`config.mk`:
```
export PLATFORM = sky130hd
export DESIGN_NAME = instruction_encoder
export DESIGN_NICKNAME = d
export VERILOG_FILES = /design/src/rtl/instruction_encoder.sv
export SDC_FILE = /design/constraint.sdc
export NUM_CORES = 1
export LEC_CHECK = 0
export ABC_AREA = 1
export BUFFER_PORTS_ARGS = -buffer_cell sky130_fd_sc_hd__buf_4
export CAP_MARGIN = 25
export CORE_MARGIN = 2
export CORE_UTILIZATION = 35
export CTS_CLUSTER_SIZE = 40
export DETAILED_ROUTE_END_ITERATION = 8
export PLACE_DENSITY = 0.66
export SYNTH_ARGS = -nofsm -noshare
export SYNTH_HDL_FRONTEND = slang
export SYNTH_SLANG_ARGS = --single-unit
```
`constraint.sdc`:
```
create_clock -name clk -period 5.61 [get_ports clk]
set_clock_uncertainty 0.05 [all_clocks]
set_input_delay 0.2805 -clock clk [delete_from_list [all_inputs] [get_ports clk]]
set_output_delay 0.2805 -clock clk [all_outputs]
set_load 0.05 [all_outputs]
```
`src/rtl/instruction_encoder.sv`:
```
// ----------------------------------------------------------------------------
// instruction_encoder
//
// Packs VR16 instruction fields into 16-bit instruction words using the bit
// layout the decoder expects. Accepted words are queued in a small FIFO and
// streamed out over a valid/ready interface. Field sets whose immediate does
// not fit the target encoding are consumed but dropped, and flagged on err.
// Encoding HALT stops intake until resume is pulsed.
//
// Ports
//   clk, reset        clock (rising edge), asynchronous active-high reset
//   in_valid/in_ready input handshake for one field set
//   in_opcode         VR16 opcode, lands in bits [15:12]
//   in_dest           destination register (R/I-type, DELETE)
//   in_src1, in_src2  source registers (R-type)
//   in_reg            register operand (STOREI)
//   in_imm            immediate value or jump address
//   resume            leave the halted state
//   out_valid/out_ready, out_instruction  FIFO head stream
//   halted            intake stopped after a HALT
//   err               one-cycle pulse after a rejected set was consumed
//   err_count         saturating count of rejected sets
//   issued_count      count of output handshakes, wraps at 16 bits
// ----------------------------------------------------------------------------
module instruction_encoder #(
  parameter int unsigned DEPTH_LOG2 = 2
) (
  input  logic        clk,
  input  logic        reset,
  input  logic        in_valid,
  output logic        in_ready,
  input  logic [3:0]  in_opcode,
  input  logic [1:0]  in_dest,
  input  logic [1:0]  in_src1,
  input  logic [1:0]  in_src2,
  input  logic [1:0]  in_reg,
  input  logic [15:0] in_imm,
  input  logic        resume,
  output logic        out_valid,
  input  logic        out_ready,
  output logic [15:0] out_instruction,
  output logic        halted,
  output logic        err,
  output logic [7:0]  err_count,
  output logic [15:0] issued_count
);

  localparam int unsigned DEPTH = 1 << DEPTH_LOG2;
  localparam logic [DEPTH_LOG2:0] PTR_ONE = 1;

  typedef enum logic [3:0] {
    OP_ADD    = 4'h0,
    OP_ADDI   = 4'h1,
    OP_SUB    = 4'h2,
    OP_SUBI   = 4'h3,
    OP_MUL    = 4'h4,
    OP_MULI   = 4'h5,
    OP_DIV    = 4'h6,
    OP_DIVI   = 4'h7,
    OP_STOREI = 4'h8,
    OP_JUMP   = 4'h9,
    OP_DELETE = 4'hA,
    OP_AND    = 4'hB,
    OP_OR     = 4'hC,
    OP_NOT    = 4'hD,
    OP_XOR    = 4'hE,
    OP_HALT   = 4'hF
  } opcode_e;

  typedef enum logic {
    ST_RUN,
    ST_HALTED
  } state_e;

  state_e              state_q;
  logic [DEPTH_LOG2:0] wr_ptr_q, wr_ptr_d;
  logic [DEPTH_LOG2:0] rd_ptr_q, rd_ptr_d;
  logic [15:0]         mem_q [DEPTH];
  logic                err_q, err_d;
  logic [7:0]          err_count_q, err_count_d;
  logic [15:0]         issued_q, issued_d;

  opcode_e     op;
  logic [15:0] word;
  logic        reject;
  logic        fifo_empty, fifo_full;
  logic        accept, push, pop;

  // --------------------------------------------------------------------------
  // Field packing and range checks
  // --------------------------------------------------------------------------
  assign op = opcode_e'(in_opcode);

  always_comb begin
    word   = '0;
    reject = 1'b0;
    case (op)
      OP_ADD, OP_SUB, OP_MUL, OP_DIV,
      OP_AND, OP_OR, OP_NOT, OP_XOR: begin
        word = {in_opcode, in_dest, in_src1, in_src2, 6'b0};
      end
      OP_ADDI, OP_SUBI, OP_MULI, OP_DIVI: begin
        word   = {in_opcode, in_dest, in_imm[9:0]};
        reject = |in_imm[15:10];
      end
      OP_STOREI: begin
        word   = {in_opcode, 2'b00, in_reg, in_imm[7:0]};
        reject = |in_imm[15:8];
      end
      OP_JUMP: begin
        word   = {in_opcode, in_imm[11:0]};
        reject = |in_imm[15:12];
      end
      OP_DELETE: begin
        word = {in_opcode, in_dest, 10'b0};
      end
      OP_HALT: begin
        word = {in_opcode, 12'b0};
      end
      default: begin
        word   = '0;
        reject = 1'b0;
      end
    endcase
  end

  // --------------------------------------------------------------------------
  // FIFO status: extra pointer MSB distinguishes full from empty
  // --------------------------------------------------------------------------
  assign fifo_empty = (wr_ptr_q == rd_ptr_q);
  assign fifo_full  = (wr_ptr_q[DEPTH_LOG2] != rd_ptr_q[DEPTH_LOG2]) &&
                      (wr_ptr_q[DEPTH_LOG2-1:0] == rd_ptr_q[DEPTH_LOG2-1:0]);

  // Ready depends on registered state only, so a same-cycle pop never
  // opens a slot for a push.
  assign in_ready = (state_q == ST_RUN) && !fifo_full;
  assign accept   = in_valid && in_ready;
  assign push     = accept && !reject;
  assign pop      = !fifo_empty && out_ready;

  // --------------------------------------------------------------------------
  // Next-state for pointers and counters
  // --------------------------------------------------------------------------
  always_comb begin
    wr_ptr_d    = push ? wr_ptr_q + PTR_ONE : wr_ptr_q;
    rd_ptr_d    = pop  ? rd_ptr_q + PTR_ONE : rd_ptr_q;
    err_d       = accept && reject;
    err_count_d = err_count_q;
    if (accept && reject && (err_count_q != 8'hFF)) begin
      err_count_d = err_count_q + 8'd1;
    end
    issued_d = pop ? issued_q + 16'd1 : issued_q;
  end

  // --------------------------------------------------------------------------
  // State, storage and counters
  // --------------------------------------------------------------------------
  always_ff @(posedge clk or posedge reset) begin
    if (reset) begin
      state_q     <= ST_RUN;
      wr_ptr_q    <= '0;
      rd_ptr_q    <= '0;
      err_q       <= 1'b0;
      err_count_q <= '0;
      issued_q    <= '0;
      for (int unsigned i = 0; i < DEPTH; i++) begin
        mem_q[i] <= '0;
      end
    end else begin
      case (state_q)
        ST_RUN: begin
          // A rejected set never carries the HALT opcode, so accept is enough.
          if (accept && (op == OP_HALT)) begin
            state_q <= ST_HALTED;
          end
        end
        ST_HALTED: begin
          if (resume) begin
            state_q <= ST_RUN;
          end
        end
        default: state_q <= ST_RUN;
      endcase

      if (push) begin
        mem_q[wr_ptr_q[DEPTH_LOG2-1:0]] <= word;
      end
      wr_ptr_q    <= wr_ptr_d;
      rd_ptr_q    <= rd_ptr_d;
      err_q       <= err_d;
      err_count_q <= err_count_d;
      issued_q    <= issued_d;
    end
  end

  // --------------------------------------------------------------------------
  // Outputs
  // --------------------------------------------------------------------------
  assign out_valid       = !fifo_empty;
  assign out_instruction = mem_q[rd_ptr_q[DEPTH_LOG2-1:0]];
  assign halted          = (state_q == ST_HALTED);
  assign err             = err_q;
  assign err_count       = err_count_q;
  assign issued_count    = issued_q;

endmodule

```
Word-level counts from Yosys, hierarchy flattened

Cells that the tools add are included.

Bits in registers: 96
Output and inout port bits: 44

Add/subtract/negate cells: 4
Magnitude comparators: 3
Eq/ne operators: 19
Mux-type cells: 11
Bitwise gates (word level): 3
Reduce and logical (&&, ||, !) cells: 18

Operators by type and width:

| kind                                                                  | count |
|---|---|
| 16-bit one-hot mux with 6 select lines                                | 1 |
| 64-bit bitwise mux                                                    | 1 |
| 16-bit 2-to-1 mux                                                     | 3 |
| 16-bit binary-select mux with 2-bit select                            | 1 |
| 16-bit demux with 2-bit select                                        | 1 |
| 4-bit == test (second input constant)                                 | 8 |
| 16-bit by 1-bit adder with 16-bit output (second input constant)      | 1 |
| 4-bit by 3-bit == test with 1-bit output (second input constant)      | 4 |
| 8-bit OR reduction                                                    | 2 |
| 1-bit logical AND                                                     | 9 |
| 8-bit by 1-bit adder with 8-bit output (second input constant)        | 1 |
| 4-bit by 2-bit == test with 1-bit output (second input constant)      | 2 |
| 8-bit != test (second input constant)                                 | 1 |
| 4-bit OR reduction                                                    | 2 |
| 3-bit by 1-bit adder with 3-bit output (second input constant)        | 2 |
| 3-bit >= comparator (second input constant)                           | 2 |
| 2-bit NOT with 3-bit output                                           | 2 |
| 6-bit OR reduction                                                    | 1 |
| 4-bit by 1-bit == test with 1-bit output (second input constant)      | 1 |
| 4-bit logical NOT                                                     | 1 |
| 3-bit == test                                                         | 1 |
| 1-bit logical NOT                                                     | 3 |
| 3-bit by 1-bit < comparator with 1-bit output (second input constant) | 1 |
| 1-bit one-hot mux with 3 select lines                                 | 1 |
| other kinds (5)                                                       | 6 |

Longest topological paths before layout

Gate-level depths: netlist (run 1).

Depth after elaboration: 8
Gate-level depth with buffers: 12

Least setup slack after synthesis (run 1)

Ideal clock, no wire load.

Path type: reg-to-output
Start: register rd_ptr_q[0]
End: output out_instruction[12]
Data arrival time: 1.757 ns
Required time: 5.280 ns
Slack: 3.522 ns
Stages on the path, launching flop included: 6
Buffers on the path: 2
Cell sequence: dfrtp_1 buf_2 inv_1 clkbuf_1 o21ai_0 o22ai_1

Cells in the longest elaborated chain, start to end: 4

Ends and longest elaborated chain:

| what                                                 | RTL line | RTL |
|---|---|---|
| start, declared                                      | 77       | `logic [DEPTH_LOG2:0] rd_ptr_q, rd_ptr_d;` |
| start signal, assigned                               | 189      | `rd_ptr_q <= rd_ptr_d;` |
| 2-bit NOT with 3-bit output (implied by the code)    | 200      | `assign out_instruction = mem_q[rd_ptr_q[DEPTH_LOG2-1:0]];` |
| 16-bit binary-select mux with 2-bit select           | 200      |  |
| 16-bit 2-to-1 mux (implied by the code) (2 in a row) | 200      |  |
| end, declared                                        | 41       | `output logic [15:0] out_instruction,` |

Every way passes these cells. The select of a mux whose other input is x is not followed.

Final worst setup path (run 1)

Start: register rd_ptr_q[1]
End: register mem_q[34] in the netlist's numbering

Cells in the longest elaborated chain, start to end: 6

Ends and longest elaborated chain:

| what                          | RTL line | RTL |
|---|---|---|
| 2-bit == test                 | 132      | `(wr_ptr_q[DEPTH_LOG2-1:0] == rd_ptr_q[DEPTH_LOG2-1:0]);` |
| 1-bit logical AND             | 131      | `assign fifo_full = (wr_ptr_q[DEPTH_LOG2] != rd_ptr_q[DEPTH_LOG2]) &&` |
| 1-bit logical NOT             | 136      | `assign in_ready = (state_q == ST_RUN) && !fifo_full;` |
| 1-bit logical AND             | 136      |  |
| 1-bit logical AND             | 137      | `assign accept = in_valid && in_ready;` |
| 1-bit logical AND             | 138      | `assign push = accept && !reject;` |
| end signal, assigned by index | 186      | `mem_q[wr_ptr_q[DEPTH_LOG2-1:0]] <= word;` |
| end, declared                 | 78       | `logic [15:0] mem_q [DEPTH];` |

Every way passes these cells.
A chain may end at the register's enable or synchronous reset.

==> out/metrics.cfg, run 1 <==
[status]
status=completed

[setup_path]
path_max_fanout=72
crit_required_ps=5780
start_kind=register
cp.arrival_ps=3410
crit_type=reg2reg
worstSetupEndpointType=register

[power_and_ir_drop]
leakagePower_nw=3.128
p_seq_frac=0.324
power_frac_comb=0.511
vdd_drop_max_v=0.0002391
clkPwrFrac=0.164
switching_power_w=0.001799
power_density_nw_per_um2=606.8
switching_share=0.4968
p_int_w=0.001822

[timing]
fin_setup_tns_ps=0
period_share=0.5766
holdWs_ps=79.43
slew_viol_final=0
rsz0062_at_grt=no
fin_crit_ps=3235
hold_viol=0
slew_headroom=0.3112
setup_violations=0
max_freq_ghz=0.3091
tightest_slew_ps=1032

[global_route]
gr-total-overflow=0
grt_pass1_wl_um=20450
antenna_found_initial=0
grt_use_total=0.1718
grt_pass1_vias=4016
grt_max_degree=73

[yosys]
seq_area_frac_synth=0.4792
yosys-top-cells-area=dfrtp_1 48%, nand2_1 18%, nand3_1 9.0%
syn_avg_cell_area_um2=7.505
synth_area_um2=5014
synth.distinct_cells=21
async_reset_ff_frac=1.000
synthCells=668
synthesis.nets=708
yosys_warnings=0
synth_largest_area_cell=dfrtp_1
synth_top_area_share=0.4792
synth_edf_count=0
synth_ff_type=dfrtp_1
ys_ff_latch=96

[clock_network]
htree_num_levels=3
clock-sinks=96
clock_path_buffers=2
path_clk_slew_ps=60
cts-root-buf=clkbuf_16
numCtsBuffers=9
clock_latency_ps=340
cts_tree=yes
cts_setup_buffers=0

[cells_and_area]
diodes=0
layout-drive-gt1-share=0.1411
final_area_um2=5967
nNetsFinal=765
areaGrowthSynthToFinish_pct=19.02

[drt]
drc=0
dr.pass1.iters=5
antenna_left=0
wl_per_cell_um=14.12
drt-total-wl_um=12850
vias=4469
vias_per_cell=4.911
drt-initial-drc-count=322

[run]
maxCapViolations=0

[floorplanning]
rows=43
die_height_um=123.7
pin_count=77
die_area_um2=15300
die_w_um=123.7
start_util=0.3598
core_area_um2=13930

[placed_design]
hpwl_um=8210
place_area_um2=5664
gp_congestion=0.8067
io_buffers=76

[min_path]
hold_path.class=in2reg

state kept, by name, indices dropped and copies added (netlist names):
register and cells:
mem_q 64, issued_count 16, err_count 8, rd_ptr_q 3
wr_ptr_q 3, err 1, halted 1
kinds of logic (layout without fill, tap and decap cells):
family | after synthesis | after routing | synth area share
AOI/OAI and AO/OA | 58 | 58 | 0.06214
xor gates and xnor gates | 17 | 17 | 0.02970
adders and majority gates | 7 | 7 | 0.01747
buffers and inverters | 74 | 136 | 0.06314
DFF | 96 | 96 | 0.4792
and+or+nand+nor | 416 | 416 | 0.3484
Yosys cell counts (3+ instances only):
master    count
o21ai_0      41
nor2_1       65
nand2_2       4
buf_2        13
xnor2_1       7
nand2_1     238
o22ai_1      17
xor2_1       10
nand4_1       7
clkbuf_1     17
nor3_1        7
ha_1          7
buf_6         3
inv_1        38
nand3_1      90
dfrtp_1      96
area by class of cell:
type                    instances  area (um^2)
well taps                     180        225.2
clock buffers                  11        252.7
repair buffers                 79        595.6
flip-flops and latches         96         2402
clock inverters                 5        40.04
multi-input cells             498         2295
inverters                      41        156.4
fillers                      1437         7968
path summary, 6_finish.rpt:
| kind | from | end | slack (ps) | cells after the start |
|---|---|---|---|---|
| hold / removal | resume | halted | 80 | 2 |
| min in group asynchronous | reset | issued_count[8] | 520 | 3 |
| max in group asynchronous | reset | mem_q[8] | 3920 | 4 |
| setup reg to reg | rd_ptr_q[1] | mem_q[34] | 2380 | 9 |
| setup / recovery | rd_ptr_q[1] | mem_q[34] | 2380 | 9 |
| hold reg to reg | mem_q[17] | mem_q[17] | 420 | 2 |
placed cells by master, fill, tap and decap left out, types with 2 or more instances in the layout:
cell,n
nand2_1,238
dfrtp_1,96
nand3_1,90
buf_4,78
nor2_1,65
o21ai_0,41
inv_1,37
o22ai_1,17
xor2_1,10
clkbuf_16,9
xnor2_1,7
nand4_1,7
nor3_1,7
ha_1,7
nand2_2,4
clkinvlp_4,3
nand3_2,2
clkinv_1,2
nand3b_1,2
clkbuf_8,2
per-stage QoR:
step	utilization	setup WS (ps)	std cells	power (W)
finish	0.4282	2375	910	0.003621
floorplan	-	2774	668	0.002496
detailed placement	0.4065	2384	893	0.003040
CTS	0.4282	2372	910	0.003649
global route	0.4282	2051	910	0.003863
global placement	0.4065	2444	893	0.003019
metal layers:
metal  track usage  vias up  routed length (um)
met5             0        -                   0
met4       0.05398        0                 117
met3       0.02381        9                 665
met2        0.2672      110                5847
met1        0.2481     2084                6215
li1              -     2266                   -
power groups by stage:
| stage | clock network [W] | logic [W] | registers, W |
|---|---|---|---|
| 4_1_cts | 0.000613 | 0.00186 | 0.00117 |
| 3_5_place_dp | 0 | 0.00186 | 0.00118 |
| 6_report | 0.000595 | 0.00185 | 0.00117 |
| 3_3_place_gp | 0 | 0.00184 | 0.00118 |
| 5_1_grt | 0.000636 | 0.00202 | 0.00121 |
| 2_1_floorplan | 0 | 0.00121 | 0.00129 |
critical path, stage by stage (launching register included):
cell and delay, ps:
dfrtp_1 790, inv_2 320, nand2_1 120, nand2_1 70
nand3_1 140, nand3_2 160, nor2_8 700, nand2_2 480
nand2_1 170, nand2_1 60
what timing repair did:
| action | 4_1_cts | 5_1_grt |
|---|---|---|
| hold buffers | 1 | 0 |
| resized for setup | 0 | 0 |
| hold endpoints to repair | 46 | 0 |
Power figures use the tool's default switching activity.
==> run 2: changes to the inputs <==
clock period = 3.3 ns   (was 5.61 ns; I/O delays follow)
==> out/metrics.cfg, run 2 (same netlist as run 1, synthesis figures left out) <==
[status]
status=completed

[global_route]
grt_pass1_wl_um=20780
grt_pass1_vias=4084
gr-total-overflow=0
grt_max_degree=57
antenna_found_initial=0
grt_use_total=0.1752

[power_and_ir_drop]
vdd_drop_max_v=0.0004078
p_int_w=0.003184
switching_share=0.4886
power_density_nw_per_um2=1029
power_frac_comb=0.514
leakagePower_nw=3.179
p_total_w=0.006226
p_seq_frac=0.318
clkPwrFrac=0.167
switching_power_w=0.003042

[cells_and_area]
areaGrowthSynthToFinish_pct=20.64
layout-drive-gt1-share=0.1502
layout_common_cells=238 x nand2_1, 96 x dfrtp_1, 90 x nand3_1, 87 x buf_4, 65 x nor2_1
final_area_um2=6048
largest_register=mem_q
largest_register_ff_count=64
diodes=0
nNetsFinal=775
final_common_cell=nand2_1

[placed_design]
place_area_um2=5732
gp_congestion=0.7950
io_buffers=76
hpwl_um=8455
dp_slack_ps=831.1

[clock_network]
clock_latency_ps=340
clock_path_buffers=2
path_clk_slew_ps=70
cts_tree=yes
clock-sinks=96
htree_num_levels=3
cts-root-buf=clkbuf_16
numCtsBuffers=9

[timing]
rsz0062_at_grt=no
period_share=0.7439
hold_viol=0
fin_crit_ps=2455
setup_slack_ps=845.2
slew_headroom=0.5383
fin_setup_tns_ps=0
holdWs_ps=56.49
slew_viol_final=0
max_freq_ghz=0.4074
setup_violations=0
tightest_slew_ps=692.6

[setup_path]
path_max_fanout=19
worstSetupEndpointType=register
reg2regPathDepth=10
start_kind=register
cp.arrival_ps=2640
crit_type=reg2reg
crit_required_ps=3480

[drt]
vias=4446
drc=0
vias_per_cell=4.838
drt-total-wl_um=12780
dr.pass1.iters=4
antenna_left=0
drt-initial-drc-count=308
wl_per_cell_um=13.90

[floorplanning]
core_area_um2=13930
pin_count=77
die_w_um=123.7
start_util=0.3598
die_height_um=123.7
die_area_um2=15300
rows=43

[min_path]
hold_path.class=in2reg
min_delay_path_depth=3

[run]
maxCapViolations=0

[run 2: cell count changes in the layout (fill, tap and decap cells not counted), sizes merged]
| cell | change |
|---|---|
| buf | +9 |
| bufinv | +1 |
| clkbuf | -1 |
| dlygate4sd3 | +1 |
| inv | -1 |
[run 2: cell type report]
type / count / area [um^2]
Sequential cell: 96 / 2402
Multi-Input combinational cell: 498 / 2295
Tap cell: 180 / 225.2
Clock buffer: 10 / 239.0
Clock inverter: 5 / 57.56
Inverter: 41 / 156.4
Fill cell: 1421 / 7886
Timing Repair Buffer: 89 / 673.1
[run 2: power groups by stage]
stage / clock [W] / sequential, W / combinational, W
6_report: 0.00104 / 0.00198 / 0.00320
5_1_grt: 0.00111 / 0.00204 / 0.00350
4_1_cts: 0.00106 / 0.00198 / 0.00323
3_5_place_dp: 0 / 0.00200 / 0.00322
3_3_place_gp: 0 / 0.00199 / 0.00319
2_1_floorplan: 0 / 0.00219 / 0.00206
[run 2: final timing paths]
kind	startpoint	endpoint	slack [ps]
setup / recovery	rd_ptr_q[1]	err_count[3]	850
hold / removal	in_opcode[2]	mem_q[30]	60
setup reg to reg	rd_ptr_q[1]	err_count[3]	850
hold reg to reg	mem_q[47]	mem_q[47]	410
max in group asynchronous	reset	mem_q[33]	1990
min in group asynchronous	reset	err_count[6]	450
[run 2: timing repair]
item	in CTS	in global routing
setup endpoints to repair	0	0
hold buffers	2	0
hold endpoints to repair	55	0
resized for setup	0	0
setup buffers	0	0
[run 2: routing by layer]
metal | wire (um) | track usage | up-vias
met5 | 0 | 0 | -
met4 | 163 | 0.05327 | 0
met3 | 688 | 0.02976 | 9
met2 | 5866 | 0.2768 | 104
met1 | 6057 | 0.2464 | 2048
li1 | - | - | 2285
[run 2: worst max-delay path: stages (launching register included)]
cell and delay [ps]:
dfrtp_1 320, buf_4 230, inv_2 190, nand2_1 100
nand2_1 60, nand3_1 130, nand3_2 160, nor2_1 570
nand2_1 330, nand2_1 150, nand2_1 50
[run 2: per-stage QoR]
step | utilization | cells
after floorplan | - | 668
after global placement | 0.4113 | 902
after detailed placement | 0.4113 | 902
after CTS | 0.4340 | 919
after global routing | 0.4340 | 919
final | 0.4340 | 919
==> run 3: changes to the inputs <==
clock period = 2.5 ns   (was 3.3 ns; I/O delays follow)
==> out/metrics.cfg, run 3 (same netlist as run 1, synthesis figures left out) <==
[cells_and_area]
nFillCells=1402
final_common_cell=nand2_1
layout-drive-gt1-share=0.1546
areaGrowthSynthToFinish_pct=21.74
diodes=0
layout.cells.non_filler=924
largest_register_ff_count=64
nNetsFinal=779
largest_register=mem_q
layout_common_cells=238 x nand2_1, 96 x dfrtp_1, 90 x nand3_1, 90 x buf_4, 65 x nor2_1

[timing]
rsz0062_at_grt=no
hold_viol=0
tightest_slew_ps=839.9
fin_setup_tns_ps=0
max_freq_ghz=0.4985
slew_headroom=0.4400
holdWs_ps=22.97
fin_crit_ps=2006
slew_viol_final=0
setup_violations=0
period_share=0.8025

[clock_network]
numCtsBuffers=9
cts_resized=0
cts-root-buf=clkbuf_16
clock_path_buffers=2
cts_setup_buffers=0
clock-sinks=96
path_clk_slew_ps=70
clock_latency_ps=340
cts_tree=yes
htree_num_levels=3
cts_hold_buffers=2

[floorplanning]
rows=43
start_util=0.3598
pin_count=77
core_area_um2=13930
die_w_um=123.7
die_area_um2=15300
die_height_um=123.7

[global_route]
gr-total-overflow=0
grt_pass1_vias=4408
antenna_found_initial=0
grt_max_degree=49
grt_use_total=0.1843
grt_pass1_wl_um=22090

[run]
maxCapViolations=0

[status]
status=completed

[setup_path]
worstSetupEndpointType=register
crit_required_ps=2670
cp.arrival_ps=2180
crit_type=reg2reg
path_max_fanout=29
start_kind=register

[drt]
wl_per_cell_um=14.55
antenna_left=0
drt-initial-drc-count=348
dr.pass1.iters=5
drt-total-wl_um=13450
vias=4553
drc=0
vias_per_cell=4.927

[power_and_ir_drop]
p_int_w=0.004268
p_total_w=0.008336
p_seq_frac=0.313
switching_share=0.4880
switching_power_w=0.004068
clkPwrFrac=0.172
power_density_nw_per_um2=1366
leakagePower_nw=3.211
power_frac_comb=0.516
vdd_drop_max_v=0.0008275

[min_path]
hold_path.class=in2reg

[placed_design]
place_inst=906
gp_congestion=0.8412
hpwl_um=8928
io_buffers=76

-- run 3: cell count changes in the layout (fill, tap and decap cells not counted) --
cell,previous run,this run
inv_4,1,0
buf_4,87,90
buf_12,0,1
inv_6,0,1
clkbuf_1,0,1
clkbuf_8,1,2
clkinvlp_4,3,2
-- run 3: stage by stage --
step / worst slack [ps] / util / area, um^2
2_1_floorplan: 478.5 / - / 5017
6_report: 493.9 / 0.4380 / 6103
5_1_grt: 288.1 / 0.4380 / 6103
4_1_cts: 488.5 / 0.4380 / 6103
3_5_place_dp: 497.2 / 0.4145 / 5776
3_3_place_gp: 538.1 / 0.4145 / 5776
-- run 3: worst max-delay path, stage by stage, from the launching register on --
cell     delay [ps]
dfrtp_1         390
inv_1            90
nand2_1          70
nand2_1          60
nand3_1         120
nand3_2         150
nor2_8          360
nand2_2         370
nand2_1         150
nand2_1          60
-- run 3: area by class of cell --
| cell class | count | area, um^2 | area share |
|---|---|---|---|
| Timing Repair Buffer | 93 | 715.7 | 0.1173 |
| Inverter | 41 | 157.7 | 0.02583 |
| Clock buffer | 12 | 256.5 | 0.04203 |
| Tap cell | 180 | 225.2 | 0.03690 |
| Clock inverter | 4 | 51.30 | 0.008405 |
| Multi-Input combinational cell | 498 | 2295 | 0.3760 |
| Sequential cell | 96 | 2402 | 0.3936 |
-- run 3: power by group through the flow --
stage / Clock, W / Combinational [W] / Sequential, W
finish: 0.00143 / 0.00430 / 0.00261
global route: 0.00152 / 0.00468 / 0.00269
CTS: 0.00146 / 0.00431 / 0.00260
detailed placement: 0 / 0.00430 / 0.00263
global placement: 0 / 0.00426 / 0.00262
floorplan: 0 / 0.00272 / 0.00288
-- run 3: layer usage --
metal / track usage / routed length, um / vias up
li1: - / - / 2292
met1: 0.2588 / 6341 / 2135
met2: 0.2909 / 6345 / 118
met3: 0.03342 / 592 / 8
met4: 0.05469 / 165 / 0
met5: 0 / 0 / -
-- run 3: path summary, 6_finish.rpt --
kind                              startpoint              end  slack, ps  cells past startpoint
worst max-delay path             wr_ptr_q[1]        mem_q[48]        490                      9
worst min-delay path            in_opcode[2]        mem_q[30]         20                      3
worst max register to register   wr_ptr_q[1]        mem_q[48]        490                      9
worst min register to register     mem_q[30]        mem_q[30]        420                      2
max in group asynchronous              reset        mem_q[59]       1290                      4
min in group asynchronous              reset  issued_count[0]        420                      3
